--- src/rtl/led_pattern_sequencer_pkg.sv ---
// Shared definitions for the LED pattern sequencer:
// FSM states, register map, LED target addresses, field positions.
package led_pattern_sequencer_pkg;

    typedef enum logic [2:0] {
        S_IDLE,
        S_LOAD1,
        S_LOAD2,
        S_DWELL,
        S_NEXT
    } seq_state_t;

    // Word indices (byte address >> 2)
    localparam logic [5:0] W_CTRL   = 6'h00;
    localparam logic [5:0] W_STATUS = 6'h01;
    // Table banks live at word[5:4]: 01 = COLOR, 10 = DWELL
    localparam logic [1:0] B_COLOR  = 2'b01;
    localparam logic [1:0] B_DWELL  = 2'b10;

    localparam logic [7:0] LED_ADDR_STATE1 = 8'h04;
    localparam logic [7:0] LED_ADDR_STATE2 = 8'h08;

    localparam int CTRL_START   = 0;
    localparam int CTRL_STOP    = 1;
    localparam int CTRL_LOOP    = 2;
    localparam int CTRL_IRQ_EN  = 3;
    localparam int CTRL_LAST_LO = 8;

    localparam int STAT_BUSY    = 0;
    localparam int STAT_CUR_LO  = 4;
    localparam int STAT_DONE    = 8;

    function automatic logic [3:0] clamp_step(
        input logic [3:0] s,
        input logic [3:0] max_s
    );
        return (s > max_s) ? max_s : s;
    endfunction

endpackage

--- src/rtl/led_pattern_sequencer_if.sv ---
// CPU register bus and LED peripheral write port.
// The sequencer is a slave on the CPU bus and a master on the LED port.
interface led_seq_bus_if;
    logic        bus_write_en;
    logic        bus_read_en;
    logic [7:0]  bus_addr;
    logic [31:0] bus_write_data;
    logic [31:0] bus_read_data;

    modport master (
        output bus_write_en, bus_read_en, bus_addr, bus_write_data,
        input  bus_read_data
    );
    modport slave (
        input  bus_write_en, bus_read_en, bus_addr, bus_write_data,
        output bus_read_data
    );
endinterface

interface led_seq_led_if;
    logic        led_write_en;
    logic [7:0]  led_addr;
    logic [31:0] led_write_data;

    modport master (
        output led_write_en, led_addr, led_write_data
    );
    modport slave (
        input  led_write_en, led_addr, led_write_data
    );
endinterface

--- src/rtl/led_seq_tick_prescaler.sv ---
// Dwell-time prescaler: counts 0..TICK_DIV-1 and pulses tick
// for one cycle on the terminal count; clr restarts from 0.
module led_seq_tick_prescaler #(
    parameter int TICK_DIV = 100000
) (
    input  logic pclk,
    input  logic nreset,
    input  logic clr,
    output logic tick
);
    localparam int CW = (TICK_DIV > 1) ? $clog2(TICK_DIV) : 1;
    localparam logic [CW-1:0] TOP = CW'(TICK_DIV - 1);

    logic [CW-1:0] cnt;

    assign tick = (cnt == TOP);

    // Free-running divider, restarted synchronously by clr
    always_ff @(posedge pclk) begin
        if (!nreset || clr) begin
            cnt <= '0;
        end else if (tick) begin
            cnt <= '0;
        end else begin
            cnt <= cnt + CW'(1);
        end
    end
endmodule

--- src/rtl/led_pattern_sequencer.sv ---
// LED pattern sequencer: plays a colour/dwell table into rgb_led.
// Optional completion interrupt enabled by defining LED_SEQ_IRQ_EN.
module led_pattern_sequencer
    import led_pattern_sequencer_pkg::*;
#(
    parameter int NUM_STEPS = 8,
    parameter int TICK_DIV  = 100000,
    parameter int DWELL_W   = 16
) (
    input  logic          pclk,
    input  logic          nreset,
    led_seq_bus_if.slave  bus,
    led_seq_led_if.master led,
`ifdef LED_SEQ_IRQ_EN
    output logic          seq_irq,
`endif
    output logic          seq_busy
);
    localparam int IW = $clog2(NUM_STEPS);
    localparam logic [3:0] LAST_MAX = 4'(NUM_STEPS - 1);
    localparam logic [4:0] DEPTH = 5'(NUM_STEPS);

    logic [31:0]        color [NUM_STEPS];
    logic [DWELL_W-1:0] dwell [NUM_STEPS];

    seq_state_t         state;
    logic [3:0]         cur;
    logic [3:0]         last_step;
    logic               loop_en;
    logic               done;
    logic               stop_pend;
    logic [DWELL_W-1:0] tcnt;
`ifdef LED_SEQ_IRQ_EN
    logic               irq_en;
`endif

    logic [5:0]         word;
    logic [31:0]        wd;
    logic               wr, rd;
    logic               ctrl_hit, stat_hit, col_hit, dwl_hit;
    logic [IW-1:0]      tidx;
    logic               start_req, stop_req;
    logic [31:0]        rd_mux;
    logic               tick, pre_clr, expire, at_last;
    logic [DWELL_W-1:0] dmin;
    logic [3:0]         nxt;
    logic [IW-1:0]      cur_i;
    logic               unused_bits;

    assign word = bus.bus_addr[7:2];
    assign wd   = bus.bus_write_data;
    assign wr   = bus.bus_write_en;
    assign rd   = bus.bus_read_en && !bus.bus_write_en;
    assign tidx = word[IW-1:0];
    assign unused_bits = ^bus.bus_addr[1:0];

    assign ctrl_hit = (word == W_CTRL);
    assign stat_hit = (word == W_STATUS);
    assign col_hit  = (word[5:4] == B_COLOR) && ({1'b0, word[3:0]} < DEPTH);
    assign dwl_hit  = (word[5:4] == B_DWELL) && ({1'b0, word[3:0]} < DEPTH);

    assign start_req = wr && ctrl_hit && wd[CTRL_START] && !wd[CTRL_STOP];
    assign stop_req  = wr && ctrl_hit && wd[CTRL_STOP];

    assign cur_i   = cur[IW-1:0];
    assign dmin    = (dwell[cur_i] == '0) ? DWELL_W'(1) : dwell[cur_i];
    assign expire  = tick && (tcnt == dmin - DWELL_W'(1));
    assign at_last = (cur == last_step);
    assign nxt     = at_last ? 4'd0 : cur + 4'd1;
    assign pre_clr = (state != S_DWELL);

`ifdef LED_SEQ_IRQ_EN
    assign seq_irq = done && irq_en;
`endif

    led_seq_tick_prescaler #(
        .TICK_DIV (TICK_DIV)
    ) u_prescaler (
        .pclk   (pclk),
        .nreset (nreset),
        .clr    (pre_clr),
        .tick   (tick)
    );

    // Register read decode
    always_comb begin
        rd_mux = '0;
        unique case (1'b1)
            ctrl_hit: begin
                rd_mux[CTRL_LOOP] = loop_en;
`ifdef LED_SEQ_IRQ_EN
                rd_mux[CTRL_IRQ_EN] = irq_en;
`endif
                rd_mux[CTRL_LAST_LO +: 4] = last_step;
            end
            stat_hit: begin
                rd_mux[STAT_BUSY]       = seq_busy;
                rd_mux[STAT_CUR_LO +: 4] = cur;
                rd_mux[STAT_DONE]       = done;
            end
            col_hit:  rd_mux = color[tidx];
            dwl_hit:  rd_mux[DWELL_W-1:0] = dwell[tidx];
            default:  rd_mux = '0;
        endcase
    end

    // Register file, read port and sequencing FSM
    always_ff @(posedge pclk) begin
        if (!nreset) begin
            for (int i = 0; i < NUM_STEPS; i++) begin
                color[i] <= '0;
                dwell[i] <= '0;
            end
            state              <= S_IDLE;
            cur                <= '0;
            last_step          <= '0;
            loop_en            <= 1'b0;
            done               <= 1'b0;
            stop_pend          <= 1'b0;
            tcnt               <= '0;
            seq_busy           <= 1'b0;
            bus.bus_read_data  <= '0;
            led.led_write_en   <= 1'b0;
            led.led_addr       <= '0;
            led.led_write_data <= '0;
`ifdef LED_SEQ_IRQ_EN
            irq_en             <= 1'b0;
`endif
        end else begin
            led.led_write_en   <= 1'b0;
            led.led_addr       <= '0;
            led.led_write_data <= '0;

            if (rd) bus.bus_read_data <= rd_mux;

            if (wr && ctrl_hit) begin
                loop_en   <= wd[CTRL_LOOP];
                last_step <= clamp_step(wd[CTRL_LAST_LO +: 4], LAST_MAX);
`ifdef LED_SEQ_IRQ_EN
                irq_en    <= wd[CTRL_IRQ_EN];
`endif
            end
            if (wr && stat_hit && wd[STAT_DONE]) done <= 1'b0;
            if (wr && col_hit) color[tidx] <= wd;
            if (wr && dwl_hit) dwell[tidx] <= wd[DWELL_W-1:0];

            case (state)
                S_IDLE: begin
                    if (start_req) begin
                        state              <= S_LOAD1;
                        cur                <= '0;
                        stop_pend          <= 1'b0;
                        seq_busy           <= 1'b1;
                        led.led_write_en   <= 1'b1;
                        led.led_addr       <= LED_ADDR_STATE1;
                        led.led_write_data <= color[0];
                    end
                end
                S_LOAD1: begin
                    state              <= S_LOAD2;
                    led.led_write_en   <= 1'b1;
                    led.led_addr       <= LED_ADDR_STATE2;
                    led.led_write_data <= color[cur_i];
                    if (stop_req) stop_pend <= 1'b1;
                end
                S_LOAD2: begin
                    if (stop_req || stop_pend) begin
                        state     <= S_IDLE;
                        stop_pend <= 1'b0;
                        seq_busy  <= 1'b0;
                    end else begin
                        state <= S_DWELL;
                        tcnt  <= '0;
                    end
                end
                S_DWELL: begin
                    if (stop_req) begin
                        state    <= S_IDLE;
                        seq_busy <= 1'b0;
                    end else if (expire) begin
                        state <= S_NEXT;
                    end else if (tick) begin
                        tcnt <= tcnt + DWELL_W'(1);
                    end
                end
                S_NEXT: begin
                    if (stop_req) begin
                        state    <= S_IDLE;
                        seq_busy <= 1'b0;
                    end else if (at_last && !loop_en) begin
                        state    <= S_IDLE;
                        done     <= 1'b1;
                        seq_busy <= 1'b0;
                    end else begin
                        state              <= S_LOAD1;
                        cur                <= nxt;
                        led.led_write_en   <= 1'b1;
                        led.led_addr       <= LED_ADDR_STATE1;
                        led.led_write_data <= color[nxt[IW-1:0]];
                    end
                end
                default: begin
                    state    <= S_IDLE;
                    seq_busy <= 1'b0;
                end
            endcase
        end
    end
endmodule
--- src/flat_wrapper.sv ---
// flat-port wrapper written by rule: the top's interface ports become plain ports
module led_pattern_sequencer_flat import led_pattern_sequencer_pkg::*;
#(
    parameter int NUM_STEPS = 8,
    parameter int TICK_DIV  = 100000,
    parameter int DWELL_W   = 16
)
  (pclk, nreset, seq_busy, bus_bus_write_en, bus_bus_read_en, bus_bus_addr, bus_bus_write_data, bus_bus_read_data, led_led_write_en, led_led_addr, led_led_write_data);
  led_seq_bus_if bus_i ();
  led_seq_led_if led_i ();
  input  logic pclk;
  input  logic nreset;
  output logic seq_busy;
  input wire logic [$bits(bus_i.bus_write_en)-1:0] bus_bus_write_en;
  input wire logic [$bits(bus_i.bus_read_en)-1:0] bus_bus_read_en;
  input wire logic [$bits(bus_i.bus_addr)-1:0] bus_bus_addr;
  input wire logic [$bits(bus_i.bus_write_data)-1:0] bus_bus_write_data;
  output wire logic [$bits(bus_i.bus_read_data)-1:0] bus_bus_read_data;
  output wire logic [$bits(led_i.led_write_en)-1:0] led_led_write_en;
  output wire logic [$bits(led_i.led_addr)-1:0] led_led_addr;
  output wire logic [$bits(led_i.led_write_data)-1:0] led_led_write_data;
  assign bus_i.bus_write_en = bus_bus_write_en;
  assign bus_i.bus_read_en = bus_bus_read_en;
  assign bus_i.bus_addr = bus_bus_addr;
  assign bus_i.bus_write_data = bus_bus_write_data;
  assign bus_bus_read_data = bus_i.bus_read_data;
  assign led_led_write_en = led_i.led_write_en;
  assign led_led_addr = led_i.led_addr;
  assign led_led_write_data = led_i.led_write_data;
  led_pattern_sequencer #(.NUM_STEPS(NUM_STEPS), .TICK_DIV(TICK_DIV), .DWELL_W(DWELL_W)) u_core (.pclk(pclk), .nreset(nreset), .bus(bus_i), .led(led_i), .seq_busy(seq_busy));
endmodule
--- config.mk ---
export PLATFORM = sky130hd
export DESIGN_NAME = led_pattern_sequencer_flat
export DESIGN_NICKNAME = d
export VERILOG_FILES = /design/src/rtl/led_pattern_sequencer_pkg.sv /design/src/rtl/led_pattern_sequencer_if.sv /design/src/rtl/led_seq_tick_prescaler.sv /design/src/rtl/led_pattern_sequencer.sv /design/src/flat_wrapper.sv
export SDC_FILE = /design/constraint.sdc
export NUM_CORES = 1
export LEC_CHECK = 0
export CAP_MARGIN = 40
export CORE_UTILIZATION = 45
export CTS_BUF_LIST = sky130_fd_sc_hd__clkbuf_16
export DETAILED_ROUTE_END_ITERATION = 7
export HOLD_SLACK_MARGIN = 0.05
export MAX_ROUTING_LAYER = met4
export PLACE_DENSITY = 0.62
export SYNTH_ARGS = -nofsm -noshare
export SYNTH_HDL_FRONTEND = slang
export SYNTH_SLANG_ARGS = --single-unit
--- constraint.sdc ---
create_clock -name pclk -period 12 [get_ports pclk]
set_clock_uncertainty 0.1 [all_clocks]
set_input_delay 3.6 -clock pclk [delete_from_list [all_inputs] [get_ports pclk]]
set_output_delay 3.6 -clock pclk [all_outputs]
set_load 0.02 [all_outputs]
==> impl_metrics.toml <==
[outcome]
status = "finished, violations left"
violations = "DRC"

[layout]
drive_gt1_share_pct = 13.5
finalInstanceArea_um2 = 30900
syn_to_final_growth_pct = 14.1
regArea_um2 = 13900
nets = 2446
instances_no_fill = 3221
fillerInstances = 5047
multiInputGateArea_um2 = 12300

[placement]
placed_area_um2 = 29000
place_worst_setup_slack_ns = 4.24
place_inst = 3115
portBuffers = 109
hpwl_um = 50800
gp_congestion = 0.903

[sta]
slew_headroom_pct = 34.8
rsz0062_at_grt = "false"
tightest_slew_ns = 0.978
setup_slack_ns = 4.78
final.min_clock_period_ns = 7.22
setup_viol = 0
period_share_pct = 60.2
fmax_mhz = 138
finalHoldViolCount = 0
drv_slew = 0
finalSetupTns_ns = 0

[clock_tree]
cts_sinks = 502
cts-buffers-inserted = 54
cts_tree = "done"
clock_tree.root_cell = "clkbuf_16"
ctsHtreeMaxLevel = 2
cts_buffer_depth = 3
cts_resized = 0
clock_latency_ns = 0.62
hold_buffers = 0
cts_setup_buffers = 0
cts.clk_slew.worst_paths_ns = 0.06

[worst_setup_path]
critical_path_class = "in2reg"
cpMaxStageDelayCell = "clkdlybuf4s50_1"
crit_top_cell = "buf_4"
path_delay_family = "simple AND/OR/NAND/NOR gates"
critPathBufInv = 3
crit_required_ns = 12.44
cp_cell_sequence = "clkdlybuf4s50_1 > or3_1 > nor4_1 > buf_4 > nand2_1 > nor3b_1 > and2_1 > buf_4 > nor2_1 > or4_1 > a21oi_1"
worst_setup_path_start_kind = "input pin"
cp_data_arrival_time_ns = 7.66
cp_max_fo = 34
cpPeakStageDelay_ns = 0.74
crit_path_end_kind = "flop"
cp-startpoint = "bus_bus_addr[2]"

[power]
leakagePower_uw = 0.0111
p_per_area_nw_per_um2 = 133
vdd_drop_max_v = 0.0000973

[synth]
yosys.area.top_type_share_pct = 42.6
yosys-mux-area-fraction_pct = 10.2
ys.flop_type = "edfxtp_1"
async_flop_share_pct = 0
ys_seq_elements = 502
synth-xor-area-share_pct = 1.13
syn_inst = 2411
synth-simple-area-share_pct = 20.0
ys_seq_area_share_pct = 51.3
ys_top_cells_by_count = "384 x edfxtp_1, 274 x and3_1, 221 x a22oi_1"
netlist_area_um2 = 27100
synth_top_family_by_area = "simple AND/OR/NAND/NOR gates"
yosysWarnings = 0
yosysTopAreaCell = "edfxtp_1"
synth_most_common_cell = "edfxtp_1"
synthTopCellsByArea = "edfxtp_1 43%, dfxtp_1 8.7%, mux4_2 7.2%"
syn_area_per_cell_um2 = 11.2
synth_compound_area_share_pct = 13.1
synth.distinct_cells = 79
synth_fa_ha_area_share_pct = 0.185
synth-edff-count = 384

[global_routing]
grt_pass1_vias = 21500
antenna_found_initial = 5
grt_use_total_pct = 30.7
grt_pass1_wl_um = 136000
grt_max_degree = 120
grt_overflow = 0

[routing]
drt_first_pass_iters = 8
via_count = 22100
antenna_left = 0
wl_per_cell_um = 28.6
drc = 10
viasPerCell = 6.85
drt_iter0_drc = 3606
wirelength_um = 92000

[die]
die_w_um = 247
dieArea_um2 = 61200
die_h_um = 247
start_util_pct = 45.7
pin_count = 118
rows = 89
core_um2 = 59200

[job]
maxCapViolCount = 0

[hold_path]
hp-class = "reg2reg"
hp-start = "u_core.u_prescaler.cnt[0]"
## flip-flops by register name, summed over array words and instances, names as in the netlist, named ones only
name and flops:
u_core.dwell 128, u_core.tcnt 16, u_core.last_step 4, u_core.bus.bus_read_data 32, u_core.done 1, u_core.cur 4, u_core.stop_pend 1, u_core.seq_busy 1
u_core.color 256, u_core.loop_en 1, u_core.led.led_write_en 1, u_core.state 3, u_core.u_prescaler.cnt 17, u_core.led.led_write_data 32, u_core.led.led_addr 2
## final cells by class
class                   instances  share of cell area (%)
multi-input cells            1655                    39.7
clock inverters                45                    1.62
repair buffers                178                    5.82
well taps                     773                    3.13
diodes                          5                  0.0405
clock buffers                  56                    4.54
flip-flops and latches        502                    45.0
inverters                       7                  0.0851
## final timing paths
kind,endpoint,slack [ns],cells after the start
setup / recovery,u_core.cur[3],4.78,11
hold / removal,u_core.u_prescaler.cnt[0],0.36,1
setup reg to reg,u_core.tcnt[8],5.27,17
hold reg to reg,u_core.u_prescaler.cnt[0],0.36,1
## power by group
part	total (uW)	switching, uW	leakage [uW]	internal, uW
logic	316	208	0.00552	108
registers	2000	56.6	0.00460	1940
clock network	1810	710	0.000966	1100
## metal layers
metal | track usage [%] | wire length (um)
met2 | 45.9 | 41700
met4 | 13.1 | 3300
met1 | 40.9 | 35400
met3 | 5.64 | 11600
met5 | - | 0
## cell families after synthesis
kind of cell | after synthesis
compound gates | 467
xor+xnor | 35
fa+ha+maj | 4
buf+inv | 259
flops | 502
mux | 152
other cells | 1
simple gates | 991
## cells in the final DEF (no fill, tap or decap), types with 58 or more instances in the layout
cell | Yosys | layout
mux4_2 | 87 | 87
a22oi_1 | 221 | 221
edfxtp_1 | 384 | 384
and3_1 | 274 | 272
a221oi_1 | 66 | 66
and2_1 | 141 | 138
nand4_1 | 58 | 58
dfxtp_1 | 118 | 115
nand3_1 | 129 | 129
nand2_1 | 193 | 185
clkdlybuf4s50_1 | 0 | 108
nor2_1 | 96 | 91
## metrics by stage
step                      utilization, %  hold slack (ns)  total power (uW)
after global routing                52.1            0.383              4220
after detailed placement            48.9            0.358              2340
final                               52.1            0.363              4120
after global placement              48.4            0.333              2320
after floorplan                        -            0.318              2190
after CTS                           52.1            0.367              4120
Note: power is estimated with default switching activity, not from simulation.
